$ cat src/rtl/eaglesong_nonce_search.sv
// Nonce search controller for one Eaglesong digest core: launches {nonce, header} evaluations until hit, exhaustion or abort.
// Optional WAIT/DRAIN watchdog is built when EAGLESONG_SEARCH_TIMEOUT_EN is defined.
module eaglesong_nonce_search #(
   parameter int unsigned TIMEOUT_CYCLES = 4096
) (
   input  logic         clk,
   input  logic         rst,
   input  logic         start,
   input  logic         abort,
   input  logic [223:0] header,
   input  logic [31:0]  nonce_start,
   input  logic [31:0]  max_iters,
   input  logic [255:0] target,
   output logic [255:0] dig_input_val,
   output logic [6:0]   dig_input_length_bytes,
   output logic         dig_start_eval,
   input  logic [255:0] dig_output_val,
   input  logic         dig_eval_output_ready,
   output logic         busy,
   output logic         done,
   output logic         found,
   output logic [31:0]  found_nonce,
   output logic [255:0] found_digest,
   output logic [31:0]  iter_count,
   output logic         timeout_err
);

   typedef enum logic [2:0] {
      S_IDLE   = 3'd0,
      S_LAUNCH = 3'd1,
      S_WAIT   = 3'd2,
      S_CHECK  = 3'd3,
      S_DRAIN  = 3'd4
   } state_t;

   state_t state, state_next;

   logic [31:0]  max_iters_q, max_iters_d;
   logic [255:0] target_q, target_d;
   logic [255:0] digest_q, digest_d;
   logic [255:0] input_val_d;
   logic [255:0] found_digest_d;
   logic [31:0]  found_nonce_d, iter_count_d, iter_inc_c;
   logic         busy_d, done_d, found_d, start_eval_d, timeout_err_d;
   logic         hit_c, exhausted_c, timeout_c;

   assign dig_input_length_bytes = 7'd32;
   assign iter_inc_c  = iter_count + 32'd1;
   assign hit_c       = (digest_q <= target_q);
   assign exhausted_c = (max_iters_q != 32'd0) && (iter_inc_c == max_iters_q);

`ifdef EAGLESONG_SEARCH_TIMEOUT_EN
   localparam int unsigned CNT_W = (TIMEOUT_CYCLES > 1) ? $clog2(TIMEOUT_CYCLES) : 1;
   logic [CNT_W-1:0] to_cnt;

   // Watchdog restarts on every entry into WAIT or DRAIN
   always_ff @(posedge clk) begin
      if (rst) begin
         to_cnt <= '0;
      end else if ((state_next == S_WAIT || state_next == S_DRAIN) && state_next != state) begin
         to_cnt <= '0;
      end else if (state == S_WAIT || state == S_DRAIN) begin
         to_cnt <= to_cnt + CNT_W'(1);
      end
   end

   assign timeout_c = !dig_eval_output_ready && (to_cnt == CNT_W'(TIMEOUT_CYCLES - 1));
`else
   assign timeout_c = 1'b0;
`endif

   always_ff @(posedge clk) begin
      if (rst) state <= S_IDLE;
      else     state <= state_next;
   end

   // Abort outranks hit, hit outranks exhaustion
   always_comb begin
      state_next = state;
      case (state)
         S_IDLE:   if (start) state_next = S_LAUNCH;
         S_LAUNCH: state_next = abort ? S_IDLE : S_WAIT;
         S_WAIT: begin
            if (abort)                      state_next = dig_eval_output_ready ? S_IDLE : S_DRAIN;
            else if (dig_eval_output_ready) state_next = S_CHECK;
            else if (timeout_c)             state_next = S_IDLE;
         end
         S_CHECK: begin
            if (abort || hit_c || exhausted_c) state_next = S_IDLE;
            else                               state_next = S_LAUNCH;
         end
         S_DRAIN:  if (dig_eval_output_ready || timeout_c) state_next = S_IDLE;
         default:  state_next = S_IDLE;
      endcase
   end

   always_comb begin
      busy_d         = (state_next != S_IDLE);
      done_d         = (state != S_IDLE) && (state_next == S_IDLE);
      start_eval_d   = (state_next == S_LAUNCH);
      input_val_d    = dig_input_val;
      max_iters_d    = max_iters_q;
      target_d       = target_q;
      digest_d       = digest_q;
      found_d        = found;
      found_nonce_d  = found_nonce;
      found_digest_d = found_digest;
      iter_count_d   = iter_count;
      timeout_err_d  = timeout_err;
      case (state)
         S_IDLE: begin
            if (start) begin
               input_val_d   = {nonce_start, header};
               max_iters_d   = max_iters;
               target_d      = target;
               iter_count_d  = 32'd0;
               found_d       = 1'b0;
               timeout_err_d = 1'b0;
            end
         end
         S_WAIT: if (dig_eval_output_ready) digest_d = dig_output_val;
         S_CHECK: begin
            if (!abort) begin
               iter_count_d = iter_inc_c;
               if (hit_c) begin
                  found_d        = 1'b1;
                  found_nonce_d  = dig_input_val[255:224];
                  found_digest_d = digest_q;
               end else if (!exhausted_c) begin
                  input_val_d[255:224] = dig_input_val[255:224] + 32'd1;
               end
            end
         end
         default: ;
      endcase
      if ((state == S_WAIT || state == S_DRAIN) && state_next == S_IDLE && timeout_c)
         timeout_err_d = 1'b1;
   end

   always_ff @(posedge clk) begin
      if (rst) begin
         busy           <= 1'b0;
         done           <= 1'b0;
         dig_start_eval <= 1'b0;
         dig_input_val  <= '0;
         max_iters_q    <= '0;
         target_q       <= '0;
         digest_q       <= '0;
         found          <= 1'b0;
         found_nonce    <= '0;
         found_digest   <= '0;
         iter_count     <= '0;
         timeout_err    <= 1'b0;
      end else begin
         busy           <= busy_d;
         done           <= done_d;
         dig_start_eval <= start_eval_d;
         dig_input_val  <= input_val_d;
         max_iters_q    <= max_iters_d;
         target_q       <= target_d;
         digest_q       <= digest_d;
         found          <= found_d;
         found_nonce    <= found_nonce_d;
         found_digest   <= found_digest_d;
         iter_count     <= iter_count_d;
         timeout_err    <= timeout_err_d;
      end
   end

endmodule
$ cat config.mk
export PLATFORM = sky130hd
export DESIGN_NAME = eaglesong_nonce_search
export DESIGN_NICKNAME = d
export VERILOG_FILES = /design/src/rtl/eaglesong_nonce_search.sv
export SDC_FILE = /design/constraint.sdc
export NUM_CORES = 2
export LEC_CHECK = 0
export ABC_AREA = 1
export CAP_MARGIN = 10
export CORE_AREA = 2 2 538 540
export CTS_BUF_LIST = sky130_fd_sc_hd__clkbuf_16
export DETAILED_ROUTE_END_ITERATION = 16
export DIE_AREA = 0 0 540 542
export GPL_TIMING_DRIVEN = 0
export PLACE_DENSITY_LB_ADDON = 0.3
export SLEW_MARGIN = 20
export SYNTH_ARGS = -nofsm -noshare
export SYNTH_HDL_FRONTEND = slang
export SYNTH_SLANG_ARGS = --single-unit
$ cat constraint.sdc
create_clock -name clk -period 2.3 [get_ports clk]
set_input_delay 0.575 -clock clk [delete_from_list [all_inputs] [get_ports clk]]
set_output_delay 0.575 -clock clk [all_outputs]
set_load 0.01 [all_outputs]
==> flow_metrics.env <==
export IMPL_synth_area_leaders="dfxtp_1, nor2_1, o21ai_0"
export IMPL_cts_root_buffer="clkbuf_16"
export IMPL_synthXorXnorAreaFrac=0.00294
export IMPL_cts_htree_levels=4
export IMPL_drc=0
export IMPL_synth_area_mux_share=0
export IMPL_num_rows=197
export IMPL_fmax_ghz=0.268
export IMPL_ant_nets=0
export IMPL_nNetsFinal=9025
export IMPL_yosysTopAreaCellShare=0.473
export IMPL_worst_slack_ns=-1.43
export IMPL_port_buffer_count=1383
export IMPL_synth_compound_area_frac=0.174
export IMPL_grt_usage=0.203
export IMPL_gp_congestion=0.937
export IMPL_wire_per_inst_um=26.0
export IMPL_core_sq_mm=0.287
export IMPL_overflow=0
export IMPL_synth_edf_count=0
export IMPL_holdPathStages=3
export IMPL_grt_max_degree=13
export IMPL_die_width_um=540
export IMPL_maxCapViolCount=0
export IMPL_regArea_sq_mm=0.0226
export IMPL_cts_buffers=153
export IMPL_synth_area_sq_mm=0.0477
export IMPL_p_leak_uw=0.0282
export IMPL_power_density_mw_per_mm2=725
export IMPL_rsz0062_at_grt="true"
export IMPL_yosys_area_share_simple=0.213
export IMPL_synth_warnings=0
export IMPL_endpoint_kind="register"
export IMPL_synth_fa_ha_area_frac=0.0677
export IMPL_syn_inst=6388
export IMPL_antenna_found_initial=163
export IMPL_fin_worst_skew_ns=0.0406
export IMPL_reg2reg_depth=17
export IMPL_pwr_share_clk=0.447
export IMPL_dpl_hpwl_mm=258
export IMPL_ios=1393
export IMPL_vias_per_cell=4.32
export IMPL_worstPathRequired_ns=2.94
export IMPL_finalWirelength_mm=310
export IMPL_yosysSeqAreaShare=0.473
export IMPL_cts_tree="built"
export IMPL_worstSetupStartpointType="register"
export IMPL_multi_input_area_sq_mm=0.0222
export IMPL_swShare=0.290
export IMPL_grt_pass1_vias=50840
export IMPL_die_y_um=542
export IMPL_intPower_uw=37400
export IMPL_hold_class="in2reg"
export IMPL_yosysUniqueCellTypes=41
export IMPL_finalHoldViolations=0
export IMPL_arrival_ns=4.37
export IMPL_path_max_fanout=10
export IMPL_switchingPower_uw=15300
export IMPL_fin_crit_ns=3.73
export IMPL_syn_area_per_cell_sq_um=7.47
export IMPL_setup_viol=1421
export IMPL_detail_route_iter0_violations=3581
export IMPL_drive_gt1_frac=0.0550
export IMPL_ys_top_cells_by_count="nor2_1, dfxtp_1, nand2_1"
export IMPL_design_area_sq_mm=0.0727
export IMPL_synthArstFlopShare=0
export IMPL_power_frac_comb=0.150
export IMPL_grt_pass1_wl_mm=415
export IMPL_tightest_slew_ns=1.14
export IMPL_synthFlopType="dfxtp_1"
export IMPL_relSlewSlack=0.241
export IMPL_die_area_sq_mm=0.293
export IMPL_clock_path_buffers=4
export IMPL_synth_top_cell_by_area="dfxtp_1"
export IMPL_min_period_over_period=1.62
export IMPL_synth_seq_cells=1127
export IMPL_drt_pass1_iter_count=8
export IMPL_violations="setup timing"
export IMPL_synth_top_family_by_area="simple AND/OR/NAND/NOR gates"
export IMPL_clock_sinks=1127
export IMPL_fin_util=0.253
export IMPL_synth_most_common_cell="nor2_1"
export IMPL_seqPwrFrac=0.402
export IMPL_slew_violations=0
export IMPL_status="finished with violations"
export IMPL_initial_core_util=0.166
export IMPL_via_count=51547
export IMPL_fillCellCount=31496
export IMPL_placed_area_sq_mm=0.0668
export IMPL_worstSkewPairLatency_ns=0.82
export IMPL_p_total_uw=52700
export IMPL_ir_drop_mv=0.448
export IMPL_clk_pin_slew_ns=0.06
export IMPL_path_class="reg2reg"
export IMPL_area_growth_pct=52.5
==> through the flow <==
step           setup WS [ns]  hold slack, ns  cells  TNS (ns)
2_1_floorplan        -0.0532           0.435   6394    -10.21
3_3_place_gp           -3.36           0.445  11558  -2628.86
3_5_place_dp           -3.12           0.452  11570  -1932.68
4_1_cts                -1.51           0.234  11859  -1051.85
5_1_grt                -1.59           0.279  11886  -1162.68
6_report               -1.43           0.338  11930   -874.04
==> sequential cells by signal, summed over array words and instances (netlist names) <==
| register | flops |
|---|---|
| dig_start_eval | 1 |
| found | 1 |
| done | 1 |
| busy | 1 |
| iter_count | 32 |
| target_q | 256 |
| digest_q | 256 |
| found_digest | 256 |
| max_iters_q | 32 |
| state | 3 |
| found_nonce | 32 |
| dig_input_val | 256 |
==> kinds of logic after synthesis <==
logic type	after synthesis
buffers and inverters	854
AO/OA/AOI/OAI	1633
AND/OR/NAND/NOR	2498
other	2
flip-flops	1127
XOR/XNOR	16
adder cells (fa/ha/maj)	258
==> power by group through the flow <==
stage               clock network, uW  registers, uW  logic (uW)
floorplan                           0          21500        3040
detailed placement                  0          21600        7760
CTS                             24200          21200        7960
global placement                    0          21600        7650
global route                    24900          21300        8620
finish                          23600          21200        7910
==> path summary, 6_finish.rpt <==
path,slack [ns],startpoint,to
setup / recovery,-1.43,digest_q[174]$_SDFFE_PP0P_,found_digest[207]$_SDFFE_PP0P_
hold / removal,0.34,header[126],dig_input_val[126]$_SDFFE_PP0P_
setup reg to reg,-1.43,digest_q[174]$_SDFFE_PP0P_,found_digest[207]$_SDFFE_PP0P_
hold reg to reg,0.46,found_digest[14]$_SDFFE_PP0P_,found_digest[14]$_SDFFE_PP0P_
==> area by class of cell <==
class                           instances  share of cell area
Clock buffer                          156              0.0537
Multi-Input combinational cell       4413               0.306
Antenna cell                           71             0.00244
Timing Repair Buffer                 1413               0.198
Tap cell                             3781              0.0651
Sequential cell                      1127               0.310
Buffer                                416              0.0292
Clock inverter                        115              0.0124
Inverter                              438              0.0226
==> critical path, stage by stage (launching register included) <==
cell	delay (ns)
dfxtp_1	0.35
ha_4	0.28
nand4_1	0.20
nor2_4	0.18
nand4_1	0.19
nor2_4	0.19
nand4_1	0.34
nor2_4	0.35
nand4_1	0.16
buf_6	0.18
nand2_4	0.08
buf_12	0.16
nand2_8	0.13
buf_4	0.22
buf_8	0.14
buf_4	0.19
nand2_1	0.08
a21oi_1	0.06
==> per-layer routing <==
metal  track usage  routed length (um)  vias to the layer above
li1              -                   -                    24381
met2         0.339              144000                     2000
met3        0.0584               24600                      476
met1         0.245              129000                    24600
met5             0                 598                        -
met4        0.0746               11200                       90
==> layout by cell type (no fill, tap or decap), types with 9 or more instances in the layout <==
master	count
clkbuf_16	161
nand2_1	811
nand4_1	54
clkdlybuf4s50_1	1383
inv_6	11
clkinv_2	23
nand2_2	15
buf_16	16
clkbuf_1	310
nor2_1	1155
bufinv_16	11
a21oi_1	741
buf_4	30
dfxtp_2	9
o21a_1	13
clkinv_1	33
nor3_1	35
nand2_4	12
inv_1	456
diode_2	71
nand3_1	369
ha_1	254
clkbuf_2	42
a21oi_2	14
dfxtp_1	1117
xor2_1	12
buf_6	13
o21ai_0	824
a22oi_1	13
buf_12	13
==> timing repair <==
action                                  4_1_cts  5_1_grt
gates resized for setup                     158       50
hold buffers                                  0        0
endpoints found under the setup margin     1705     1705
pin swaps                                    14        8
cloned                                        6        0
buffers inserted                             12        0
Note: power is estimated with default switching activity, not from simulation.
